==> config.mk <==
export PLATFORM = sky130hd
export DESIGN_NAME = concore_poll_sched_flat
export DESIGN_NICKNAME = d
export VERILOG_FILES = /design/src/rtl/concore_pkg.sv /design/src/rtl/concore_poll_sched_if.sv /design/src/rtl/concore_rr_ptr.sv /design/src/rtl/concore_poll_sched.sv /design/src/flat_wrapper.sv
export SDC_FILE = /design/constraint.sdc
export NUM_CORES = 1
export LEC_CHECK = 0
export BUFFER_PORTS_ARGS = -buffer_cell sky130_fd_sc_hd__buf_2
export CORE_MARGIN = 2
export CORE_UTILIZATION = 35
export CTS_CLUSTER_DIAMETER = 50
export DETAILED_ROUTE_END_ITERATION = 12
export PLACE_DENSITY = 0.58
export SYNTH_ARGS = -nofsm -noshare
export SYNTH_HDL_FRONTEND = slang
export SYNTH_HIERARCHICAL = 1
export SYNTH_SLANG_ARGS = --single-unit
export TNS_END_PERCENT = 10
==> constraint.sdc <==
create_clock -name clk -period 10.6 [get_ports clk]
set_clock_uncertainty 0.1 [all_clocks]
set_input_delay 1.06 -clock clk [delete_from_list [all_inputs] [get_ports clk]]
set_output_delay 1.06 -clock clk [all_outputs]
set_load 0.01 [all_outputs]
==> src/rtl/concore_pkg.sv <==
// Shared types and constants for the concore node poll scheduler.
package concore_pkg;

    typedef enum logic [2:0] {
        ST_IDLE    = 3'd0,
        ST_WAIT    = 3'd1,
        ST_READ    = 3'd2,
        ST_CHECK   = 3'd3,
        ST_COMPUTE = 3'd4,
        ST_WRITE   = 3'd5,
        ST_DONE    = 3'd6
    } state_t;

    localparam logic [15:0] STALE_MAX = 16'hFFFF;

    // Port-index width: clog2 of the port count, never narrower than one bit.
    function automatic int port_w(input int n);
        return (n > 1) ? $clog2(n) : 1;
    endfunction

endpackage

==> src/rtl/concore_poll_sched_if.sv <==
// Channel read, compute and write handshakes of one concore node.
interface concore_poll_sched_if
    import concore_pkg::*;
#(
    parameter int NPORTS = 2,
    parameter int TW     = 32
) ();

    localparam int PW = port_w(NPORTS);

    logic [NPORTS-1:0]    rd_req;
    logic [NPORTS-1:0]    rd_ack;
    logic [NPORTS-1:0]    rd_empty;
    logic [NPORTS*TW-1:0] rd_time;
    logic                 comp_start;
    logic [PW-1:0]        comp_port;
    logic                 comp_done;
    logic                 wr_req;
    logic                 wr_ack;

    modport master (
        output rd_req, comp_start, comp_port, wr_req,
        input  rd_ack, rd_empty, rd_time, comp_done, wr_ack
    );

    modport slave (
        input  rd_req, comp_start, comp_port, wr_req,
        output rd_ack, rd_empty, rd_time, comp_done, wr_ack
    );

endinterface

==> src/rtl/concore_rr_ptr.sv <==
// Round-robin port pointer: steps by one on adv, wraps after the last port.
module concore_rr_ptr #(
    parameter int NPORTS = 2,
    parameter int PW     = 1
) (
    input  logic          clk,
    input  logic          rst_n,
    input  logic          adv,
    output logic [PW-1:0] ptr
);

    // Pointer register, modulo NPORTS.
    always_ff @(posedge clk or negedge rst_n) begin
        if (!rst_n) begin
            ptr <= {PW{1'b0}};
        end else if (adv) begin
            if (ptr == PW'(NPORTS - 1)) begin
                ptr <= {PW{1'b0}};
            end else begin
                ptr <= ptr + PW'(1);
            end
        end
    end

endmodule

==> src/rtl/concore_poll_sched.sv <==
// Read -> compute -> write sequencer for one concore node with simtime tracking.
module concore_poll_sched
    import concore_pkg::*;
#(
    parameter int NPORTS   = 2,
    parameter int TW       = 32,
    parameter int POLL_DIV = 100,
    parameter int MAXTIME  = 10000
) (
    input  logic                     clk,
    input  logic                     rst_n,
    input  logic                     en,
    concore_poll_sched_if.master     bus,
    output logic [TW-1:0]            cur_time,
    output logic [15:0]              stale_cnt,
    output logic                     finished
);

    localparam int              PW         = port_w(NPORTS);
    localparam int              TMW        = $clog2(POLL_DIV);
    localparam logic [TMW-1:0]  TIMER_LAST = TMW'(POLL_DIV - 1);
    localparam logic [TW-1:0]   TIME_LIMIT = TW'(MAXTIME);

    state_t            state_r, state_s;
    logic [TMW-1:0]    timer_r;
    logic [PW-1:0]     rr_s;
    logic              adv_s;
    logic              cap_empty_r;
    logic [TW-1:0]     cap_time_r;
    logic [TW-1:0]     last_time_r [NPORTS];
    logic [PW-1:0]     comp_port_r;
    logic [TW-1:0]     cur_time_r;
    logic [15:0]       stale_cnt_r;
    logic              ack_s;
    logic              new_data_s;
    logic [TW-1:0]     wr_time_s;
    logic [NPORTS-1:0] rd_req_s;
    logic              comp_start_s;
    logic [PW-1:0]     comp_port_s;
    logic              wr_req_s;
    logic              finished_s;

    // Where the block goes once an exchange (or a stale poll) has finished.
    function automatic state_t post_op(input logic [TW-1:0] t, input logic en_v);
        if (t >= TIME_LIMIT) begin
            return ST_DONE;
        end else if (!en_v) begin
            return ST_IDLE;
        end else begin
            return ST_WAIT;
        end
    endfunction

    concore_rr_ptr #(.NPORTS(NPORTS), .PW(PW)) u_rr (
        .clk   (clk),
        .rst_n (rst_n),
        .adv   (adv_s),
        .ptr   (rr_s)
    );

    // Datapath decisions: ack on the selected port, freshness test, max-time merge.
    always_comb begin
        ack_s      = bus.rd_ack[rr_s];
        new_data_s = !cap_empty_r && (cap_time_r > last_time_r[rr_s]);
        if (last_time_r[comp_port_r] > cur_time_r) begin
            wr_time_s = last_time_r[comp_port_r];
        end else begin
            wr_time_s = cur_time_r;
        end
    end

    // State register.
    always_ff @(posedge clk or negedge rst_n) begin
        if (!rst_n) begin
            state_r <= ST_IDLE;
        end else begin
            state_r <= state_s;
        end
    end

    // Next-state logic; handshakes always complete before en is honoured.
    always_comb begin
        state_s = state_r;
        case (state_r)
            ST_IDLE:    if (en) state_s = ST_WAIT; else state_s = ST_IDLE;
            ST_WAIT:    if (timer_r == TIMER_LAST) state_s = ST_READ; else state_s = ST_WAIT;
            ST_READ:    if (ack_s) state_s = ST_CHECK; else state_s = ST_READ;
            ST_CHECK:   if (new_data_s) state_s = ST_COMPUTE; else state_s = post_op(cur_time_r, en);
            ST_COMPUTE: if (bus.comp_done) state_s = ST_WRITE; else state_s = ST_COMPUTE;
            ST_WRITE:   if (bus.wr_ack) state_s = post_op(wr_time_s, en); else state_s = ST_WRITE;
            ST_DONE:    state_s = ST_DONE;
            default:    state_s = ST_IDLE;
        endcase
    end

    // Moore outputs; comp_port shows the triggering port during the start pulse.
    always_comb begin
        rd_req_s     = {NPORTS{1'b0}};
        comp_start_s = 1'b0;
        comp_port_s  = comp_port_r;
        wr_req_s     = 1'b0;
        finished_s   = 1'b0;
        adv_s        = 1'b0;
        case (state_r)
            ST_READ:  rd_req_s[rr_s] = 1'b1;
            ST_CHECK: begin
                adv_s = 1'b1;
                if (new_data_s) begin
                    comp_start_s = 1'b1;
                    comp_port_s  = rr_s;
                end else begin
                    comp_start_s = 1'b0;
                end
            end
            ST_WRITE: wr_req_s   = 1'b1;
            ST_DONE:  finished_s = 1'b1;
            default:  adv_s      = 1'b0;
        endcase
    end

    assign bus.rd_req     = rd_req_s;
    assign bus.comp_start = comp_start_s;
    assign bus.comp_port  = comp_port_s;
    assign bus.wr_req     = wr_req_s;
    assign finished       = finished_s;
    assign cur_time       = cur_time_r;
    assign stale_cnt      = stale_cnt_r;

    // Poll period timer, runs only while waiting and restarts each period.
    always_ff @(posedge clk or negedge rst_n) begin
        if (!rst_n) begin
            timer_r <= {TMW{1'b0}};
        end else if ((state_r == ST_WAIT) && (timer_r != TIMER_LAST)) begin
            timer_r <= timer_r + TMW'(1);
        end else begin
            timer_r <= {TMW{1'b0}};
        end
    end

    // Capture the acked port's empty flag and simtime stamp.
    always_ff @(posedge clk or negedge rst_n) begin
        if (!rst_n) begin
            cap_empty_r <= 1'b0;
            cap_time_r  <= {TW{1'b0}};
        end else if ((state_r == ST_READ) && ack_s) begin
            cap_empty_r <= bus.rd_empty[rr_s];
            cap_time_r  <= bus.rd_time[rr_s*TW +: TW];
        end
    end

    // Per-port last-seen simtime and the port that triggered compute.
    always_ff @(posedge clk or negedge rst_n) begin
        if (!rst_n) begin
            for (int p = 0; p < NPORTS; p++) begin
                last_time_r[p] <= {TW{1'b0}};
            end
            comp_port_r <= {PW{1'b0}};
        end else if ((state_r == ST_CHECK) && new_data_s) begin
            last_time_r[rr_s] <= cap_time_r;
            comp_port_r       <= rr_s;
        end
    end

    // Node simtime advances when the output write completes.
    always_ff @(posedge clk or negedge rst_n) begin
        if (!rst_n) begin
            cur_time_r <= {TW{1'b0}};
        end else if ((state_r == ST_WRITE) && bus.wr_ack) begin
            cur_time_r <= wr_time_s;
        end
    end

    // Saturating count of polls that found nothing new.
    always_ff @(posedge clk or negedge rst_n) begin
        if (!rst_n) begin
            stale_cnt_r <= 16'd0;
        end else if ((state_r == ST_CHECK) && !new_data_s && (stale_cnt_r != STALE_MAX)) begin
            stale_cnt_r <= stale_cnt_r + 16'd1;
        end
    end

endmodule

==> src/flat_wrapper.sv <==
// flat-port wrapper written by rule: the top's interface ports become plain ports
module concore_poll_sched_flat import concore_pkg::*;
#(
    parameter int NPORTS   = 2,
    parameter int TW       = 32,
    parameter int POLL_DIV = 100,
    parameter int MAXTIME  = 10000
)
  (clk, rst_n, en, cur_time, stale_cnt, finished, bus_rd_req, bus_comp_start, bus_comp_port, bus_wr_req, bus_rd_ack, bus_rd_empty, bus_rd_time, bus_comp_done, bus_wr_ack);
  concore_poll_sched_if #(.NPORTS(NPORTS), .TW(TW)) bus_i ();
  input  logic clk;
  input  logic rst_n;
  input  logic en;
  output logic [TW-1:0] cur_time;
  output logic [15:0] stale_cnt;
  output logic finished;
  output wire logic [$bits(bus_i.rd_req)-1:0] bus_rd_req;
  output wire logic [$bits(bus_i.comp_start)-1:0] bus_comp_start;
  output wire logic [$bits(bus_i.comp_port)-1:0] bus_comp_port;
  output wire logic [$bits(bus_i.wr_req)-1:0] bus_wr_req;
  input wire logic [$bits(bus_i.rd_ack)-1:0] bus_rd_ack;
  input wire logic [$bits(bus_i.rd_empty)-1:0] bus_rd_empty;
  input wire logic [$bits(bus_i.rd_time)-1:0] bus_rd_time;
  input wire logic [$bits(bus_i.comp_done)-1:0] bus_comp_done;
  input wire logic [$bits(bus_i.wr_ack)-1:0] bus_wr_ack;
  assign bus_rd_req = bus_i.rd_req;
  assign bus_comp_start = bus_i.comp_start;
  assign bus_comp_port = bus_i.comp_port;
  assign bus_wr_req = bus_i.wr_req;
  assign bus_i.rd_ack = bus_rd_ack;
  assign bus_i.rd_empty = bus_rd_empty;
  assign bus_i.rd_time = bus_rd_time;
  assign bus_i.comp_done = bus_comp_done;
  assign bus_i.wr_ack = bus_wr_ack;
  concore_poll_sched #(.NPORTS(NPORTS), .TW(TW), .POLL_DIV(POLL_DIV), .MAXTIME(MAXTIME)) u_core (.clk(clk), .rst_n(rst_n), .en(en), .bus(bus_i), .cur_time(cur_time), .stale_cnt(stale_cnt), .finished(finished));
endmodule
Word level (Yosys, flattened, before mapping):

Index checks and enable logic that the tools add are counted.

* register bits: 157
* latch bits: 0
* memories: 0
* bits in writable memories: 0
* output and inout bits: 54
* bits in read-only memories: 0

* bitwise operators: 2
* reductions and logical operators: 12
* equality and inequality tests: 9
* div/mod/pow operators: 0
* add/subtract/negate cells: 3
* multiplexer cells: 35
* shifts and indexed selects: 1
* $lt $le $gt $ge: 9
* multiply operators: 0

Operators with widths (count)
* 32-bit 2-to-1 mux: 8
* 64-bit bitwise mux: 1
* 32-bit by 14-bit >= comparator with 1-bit output (second input constant): 2
* 32-bit greater-than comparator: 2
* 64-bit by 7-bit indexed part select with 32-bit output: 1
* 32-bit demux with 1-bit select: 1
* 3-bit one-hot mux with 7 select lines: 1
* 16-bit by 1-bit adder with 16-bit output (second input constant): 1
* 1-bit 2-to-1 mux: 16
* 16-bit inequality test (second input constant): 1
* 3-bit 2-to-1 mux: 4
* 3-bit equality test (second input constant): 3
* 1-bit logical AND: 9
* 7-bit by 1-bit adder with 7-bit output (second input constant): 1
* 7-bit equality test (second input constant): 1
* 7-bit 2-to-1 mux: 1
* 7-bit inequality test (second input constant): 1
* 3-bit by 2-bit equality test with 1-bit output (second input constant): 2
* 2-bit >= comparator (second input constant): 2
* 2-bit 2-to-1 mux: 2
* 1-bit NOT with 2-bit output: 2
* 3-bit by 1-bit equality test with 1-bit output (second input constant): 1
* 3-bit logical NOT: 1
* 1-bit logical NOT: 2
* other kinds (5): 5

Logic depth before layout (Yosys ltp):

* depth after elaboration: 10
* depth in mapped cells: 14

Hierarchy:

The synthesis kept the hierarchy.

By module, submodules not included
* concore_poll_sched: sequential area each 3903.7 um^2, times used 1, cells an instance 801, area each 9132.5 um^2
* concore_rr_ptr: sequential area each 25.0 um^2, times used 1, cells an instance 2, area each 33.8 um^2

Least setup slack after synthesis:

Ideal clock, no wire load.

* kind: register to output
* start: reg u_core.u_rr.ptr
* end: out bus_comp_port
* arrival time: 3438 ps
* required time: 9440 ps
* buffers on the path: 3
* stages on the path, launching flop included: 13
* path slack: 6002 ps
* cell sequence: dfrtp_1 > clkbuf_1 > buf_1 > clkbuf_1 > mux2i_1 > ha_1 > a21oi_1 > nand2_1 > a221o_1 > o31a_1 > a21o_2 > and2_1 > o21ai_0

* word-level cells in the longest chain between the ends: 8

Ends and longest elaborated chain
* start, declared: RTL line concore_rr_ptr.sv:9 `output logic [PW-1:0] ptr`
* start signal, assigned: RTL line concore_rr_ptr.sv:15 `ptr <= {PW{1'b0}};`
* start signal, assigned: RTL line concore_rr_ptr.sv:18 `ptr <= {PW{1'b0}};`
* start signal, assigned: RTL line concore_rr_ptr.sv:20 `ptr <= ptr + PW'(1);`
* 1-bit NOT with 2-bit output (implied by the code): RTL line concore_poll_sched.sv:64 `new_data_s = !cap_empty_r && (cap_time_r > last_time_r[rr_s]);`
* 32-bit 2-to-1 mux (implied by the code) (3 in a row): RTL line concore_poll_sched.sv:64
* 32-bit greater-than comparator: RTL line concore_poll_sched.sv:64
* 1-bit logical AND: RTL line concore_poll_sched.sv:64
* 1-bit 2-to-1 mux (*): RTL line concore_poll_sched.sv:108 `if (new_data_s) begin`
* 1-bit 2-to-1 mux (*): RTL line concore_poll_sched.sv:104 `case (state_r)`
* end, declared: RTL line flat_wrapper.sv:19 `output wire logic [$bits(bus_i.comp_port)-1:0] bus_comp_port;`

Every way passes the cells marked *; elsewhere a longest branch is shown, timed or not. The select of a mux whose other input is x is not followed.

Final worst setup path:

Same ends and word-level chain as after synthesis.

==> out/results.md <==
## Outcome
• status: finished clean

## Cells and area
• final instance area: 10600 um2
• layout net count: 1056
• layout-stage area growth over the synthesis result: 16.0%
• Core Util, Final: 0.410
• share of post-route cells with drive strength above 1: 0.304

## Route
• initial detailed-routing violation count: 334
• wire length per cell: 17.0 um
• total via count in the routed design: 6374
• post-DR vias/cell: 5.04
• DRC violations left: 0
• Pre-Repair DR Iteration Count: 4
• wire length after detailed routing: 21500 um
• antenna violation net count after detailed routing: 0

## Logic synthesis
• Synth Flop Type: sky130_fd_sc_hd__dfrtp_1
• dominant cell type by area after synthesis: sky130_fd_sc_hd__dfrtp_1
• cell types with the highest counts after synthesis: 157 x sky130_fd_sc_hd__dfrtp_1, 71 x sky130_fd_sc_hd__mux2_2, 66 x sky130_fd_sc_hd__ha_1, 65 x sky130_fd_sc_hd__mux2i_1, 59 x sky130_fd_sc_hd__nand2_1
• share of flip-flops with an asynchronous set or reset: 1.00
• number of enable flip-flop cells after synthesis: 0
• number of synthesized register bits: 157
• cells taking the most area after synthesis: sky130_fd_sc_hd__dfrtp_1 43%, sky130_fd_sc_hd__ha_1 9.0%, sky130_fd_sc_hd__mux2_2 8.7%, sky130_fd_sc_hd__mux2i_1 7.1%, sky130_fd_sc_hd__mux2_4 4.6%
• syn_area_per_cell: 11.4 um2
• synthesized netlist net count: 942
• Cells after Synth: 803
• yosys warns: 6
• synth unique cells: 67
• post-synth design cell area: 9170 um2
• part of the Yosys area used for sequential elements: 0.429
• most common cell in the netlist: sky130_fd_sc_hd__dfrtp_1
• area fraction of the dominant cell type after synthesis: 0.429

## Clock network
• depth of the CTS H-tree: 4
• Gates resized, CTS repair: 0
• number of CTS-inserted buffers: 17
• total number of clock tree sinks: 157
• number of setup buffers added after CTS: 0
• maximum clock insertion buffer count: 2
• number of hold-repair buffers added at the cts stage: 0
• TritonCTS clock tree: done
• clock root cell: sky130_fd_sc_hd__clkbuf_16
• clock latency of the later-clocked register in the worst-skew pair: 0.42 ns
• clock transition at the registers of the reported paths: 0.06 ns

## Floorplanning
• num ports: 127
• area of the core: 25900 um2
• Core Rows: 59
• Die Width: 166 um
• full die area: 27500 um2
• DIE HEIGHT: 166 um
• effective utilization at floorplan: 0.354

## Global route
• total global-route track usage: 0.161
• leftover overflow at the end of global routing: 0
• number of antenna violations at the first check in global routing: 0
• largest net degree at the start of global routing: 81
• first-pass GRT wire length: 35800 um
• vias in the first global route: 6515

## Pwr
• cell leakage power: 0.00532 uW
• Power Density: 145 nW/um2
• post-layout total power: 1540 uW
• maximum vdd ir drop: 93.2 uV

## STA
• Tmin final: 5.71 ns
• Total Negative Setup Slacks: 0 ns
• share of the cycle needed by the critical path after routing: 0.539
• endpoints failing hold: 0
• actual slew at the worst max-slew pin: 1.16 ns
• setup repair after global routing missed its margin: false
• endpoints failing setup: 0
• maximum clock rate: 175 MHz
• worst hold margin: 0.355 ns
• tightest slew margin relative to the limit: 0.224
• pins over their slew limit: 0

## Placement
• post-place instance area: 10100 um2
• estimated wirelength of the detail-placed design: 15500 um
• buffers added on ports: 126
• gp weighted congestion: 0.816

## Critical path
• capturing element type of the critical path: output port
• critical-path cell with the highest stage delay: sky130_fd_sc_hd__buf_4
• Worst Path Arrival: 4.55 ns
• cell-by-cell trace of the critical path: buf_4, mux2i_1, ha_1, nand4_1, nor4_1, nor3b_2, a21o_2, nand3_4, o21ai_0, buf_2
• worst-path fanout max: 59
• startpoint-to-endpoint class of the critical path: flop to output port
• worst reg2reg path startpoint: u_core/u_rr/ptr$_DFFE_PN0P_
• element type at the critical path start: flop
• Setup crit start: u_core/u_rr/ptr$_DFFE_PN0P_
• required time of the critical path: 9.44 ns
• slowest stage delay, CP: 0.79 ns

## Hold path
• Tightest Hold Check Type: flop to flop
• launch point of the worst hold path: u_core/timer_r[0]$_DFF_PN0_

## Job
• number of max-capacitance violations reported: 0

[worst paths after layout]
check	endpoint	slack, ns	depth (start not counted)
max	bus_comp_port	4.89	10
min	u_core/timer_r[0]$_DFF_PN0_	0.35	1
max reg2reg	u_core/last_time_r[25]$_DFFE_PN0P_	6.16	9
min reg2reg	u_core/timer_r[0]$_DFF_PN0_	0.35	1
max in group asynchronous	u_core/u_rr/ptr$_DFFE_PN0P_	8.26	2
min in group asynchronous	u_core/cap_time_r[26]$_DFFE_PN0P_	0.58	1
[through the flow]
step | setup WS (ns) | cells
detailed placement | 5.32 | 1233
CTS | 4.85 | 1264
floorplan | 6.00 | 803
global route | 4.40 | 1264
global placement | 5.41 | 1233
finish | 4.89 | 1265
[kinds of logic after synthesis]
group                      after synthesis  synth area share
muxes                                  192             0.238
and+or+nand+nor                        176             0.105
DFF                                    157             0.429
AOI/OAI and AO/OA                      115            0.0793
buffers and inverters                   76            0.0385
adders and majority gates               66            0.0901
xor gates and xnor gates                21            0.0201
[critical path: cells and delay by family (launching register included)]
family	cells	cell delay [ns]
compound gates	2	0.56
fa+ha+maj	1	0.35
buf+inv	2	0.98
flops	1	0.54
mux	1	0.18
simple gates	4	1.47
[cell type report]
class                           instances  area [um2]
Timing Repair Buffer                  130         667
Inverter                               41         154
Multi-Input combinational cell        570        4890
Clock buffer                           19         443
Tap cell                              335         419
Sequential cell                       157        3930
Fill cell                            2508       15300
Antenna cell                            1        2.50
Clock inverter                         12         123
[per-layer routing]
| layer | vias up | wire, um | global-route usage |
|---|---|---|---|
| met5 | - | 0 | 0 |
| met3 | 12 | 908 | 0.0393 |
| li1 | 3165 | - | - |
| met2 | 117 | 9310 | 0.241 |
| met1 | 3080 | 11000 | 0.238 |
| met4 | 0 | 213 | 0.0340 |
[registers in the layout, indices dropped and copies added, names as in the netlist]
name / count
u_core/cap_empty_r: 1
u_core/cap_time_r: 32
u_core/comp_port_r: 1
u_core/cur_time: 32
u_core/last_time_r: 64
u_core/stale_cnt: 16
u_core/state_r: 3
u_core/timer_r: 7
u_core/u_rr/ptr: 1
[placed cells by master, fill, tap and decap left out, types with 4 or more instances in the layout]
cell,n
sky130_fd_sc_hd__a211oi_1,4
sky130_fd_sc_hd__mux2_1,28
sky130_fd_sc_hd__o211ai_1,4
sky130_fd_sc_hd__nor4_1,14
sky130_fd_sc_hd__buf_4,4
sky130_fd_sc_hd__nand4_1,17
sky130_fd_sc_hd__inv_1,41
sky130_fd_sc_hd__nand3_1,17
sky130_fd_sc_hd__nand2_1,59
sky130_fd_sc_hd__nor3_1,13
sky130_fd_sc_hd__buf_2,125
sky130_fd_sc_hd__clkbuf_16,17
sky130_fd_sc_hd__ha_1,66
sky130_fd_sc_hd__xor2_1,15
sky130_fd_sc_hd__and3_1,4
sky130_fd_sc_hd__mux2_4,28
sky130_fd_sc_hd__a21o_1,4
sky130_fd_sc_hd__clkinv_2,5
sky130_fd_sc_hd__xnor2_1,6
sky130_fd_sc_hd__clkinvlp_4,5
sky130_fd_sc_hd__a21oi_1,32
sky130_fd_sc_hd__mux2i_1,65
sky130_fd_sc_hd__mux2_2,71
sky130_fd_sc_hd__dfrtp_1,156
sky130_fd_sc_hd__nor2_1,23
sky130_fd_sc_hd__nor3_2,4
sky130_fd_sc_hd__nand2b_1,5
sky130_fd_sc_hd__o21ai_0,41
[where the power goes]
group	switching [uW]	total (uW)	internal (uW)
Sequential	37.2	667	630
Combinational	153	281	128
Clock	246	595	349
Total	436	1540	1110
No activity file was read; power rests on OpenSTA's default activity.
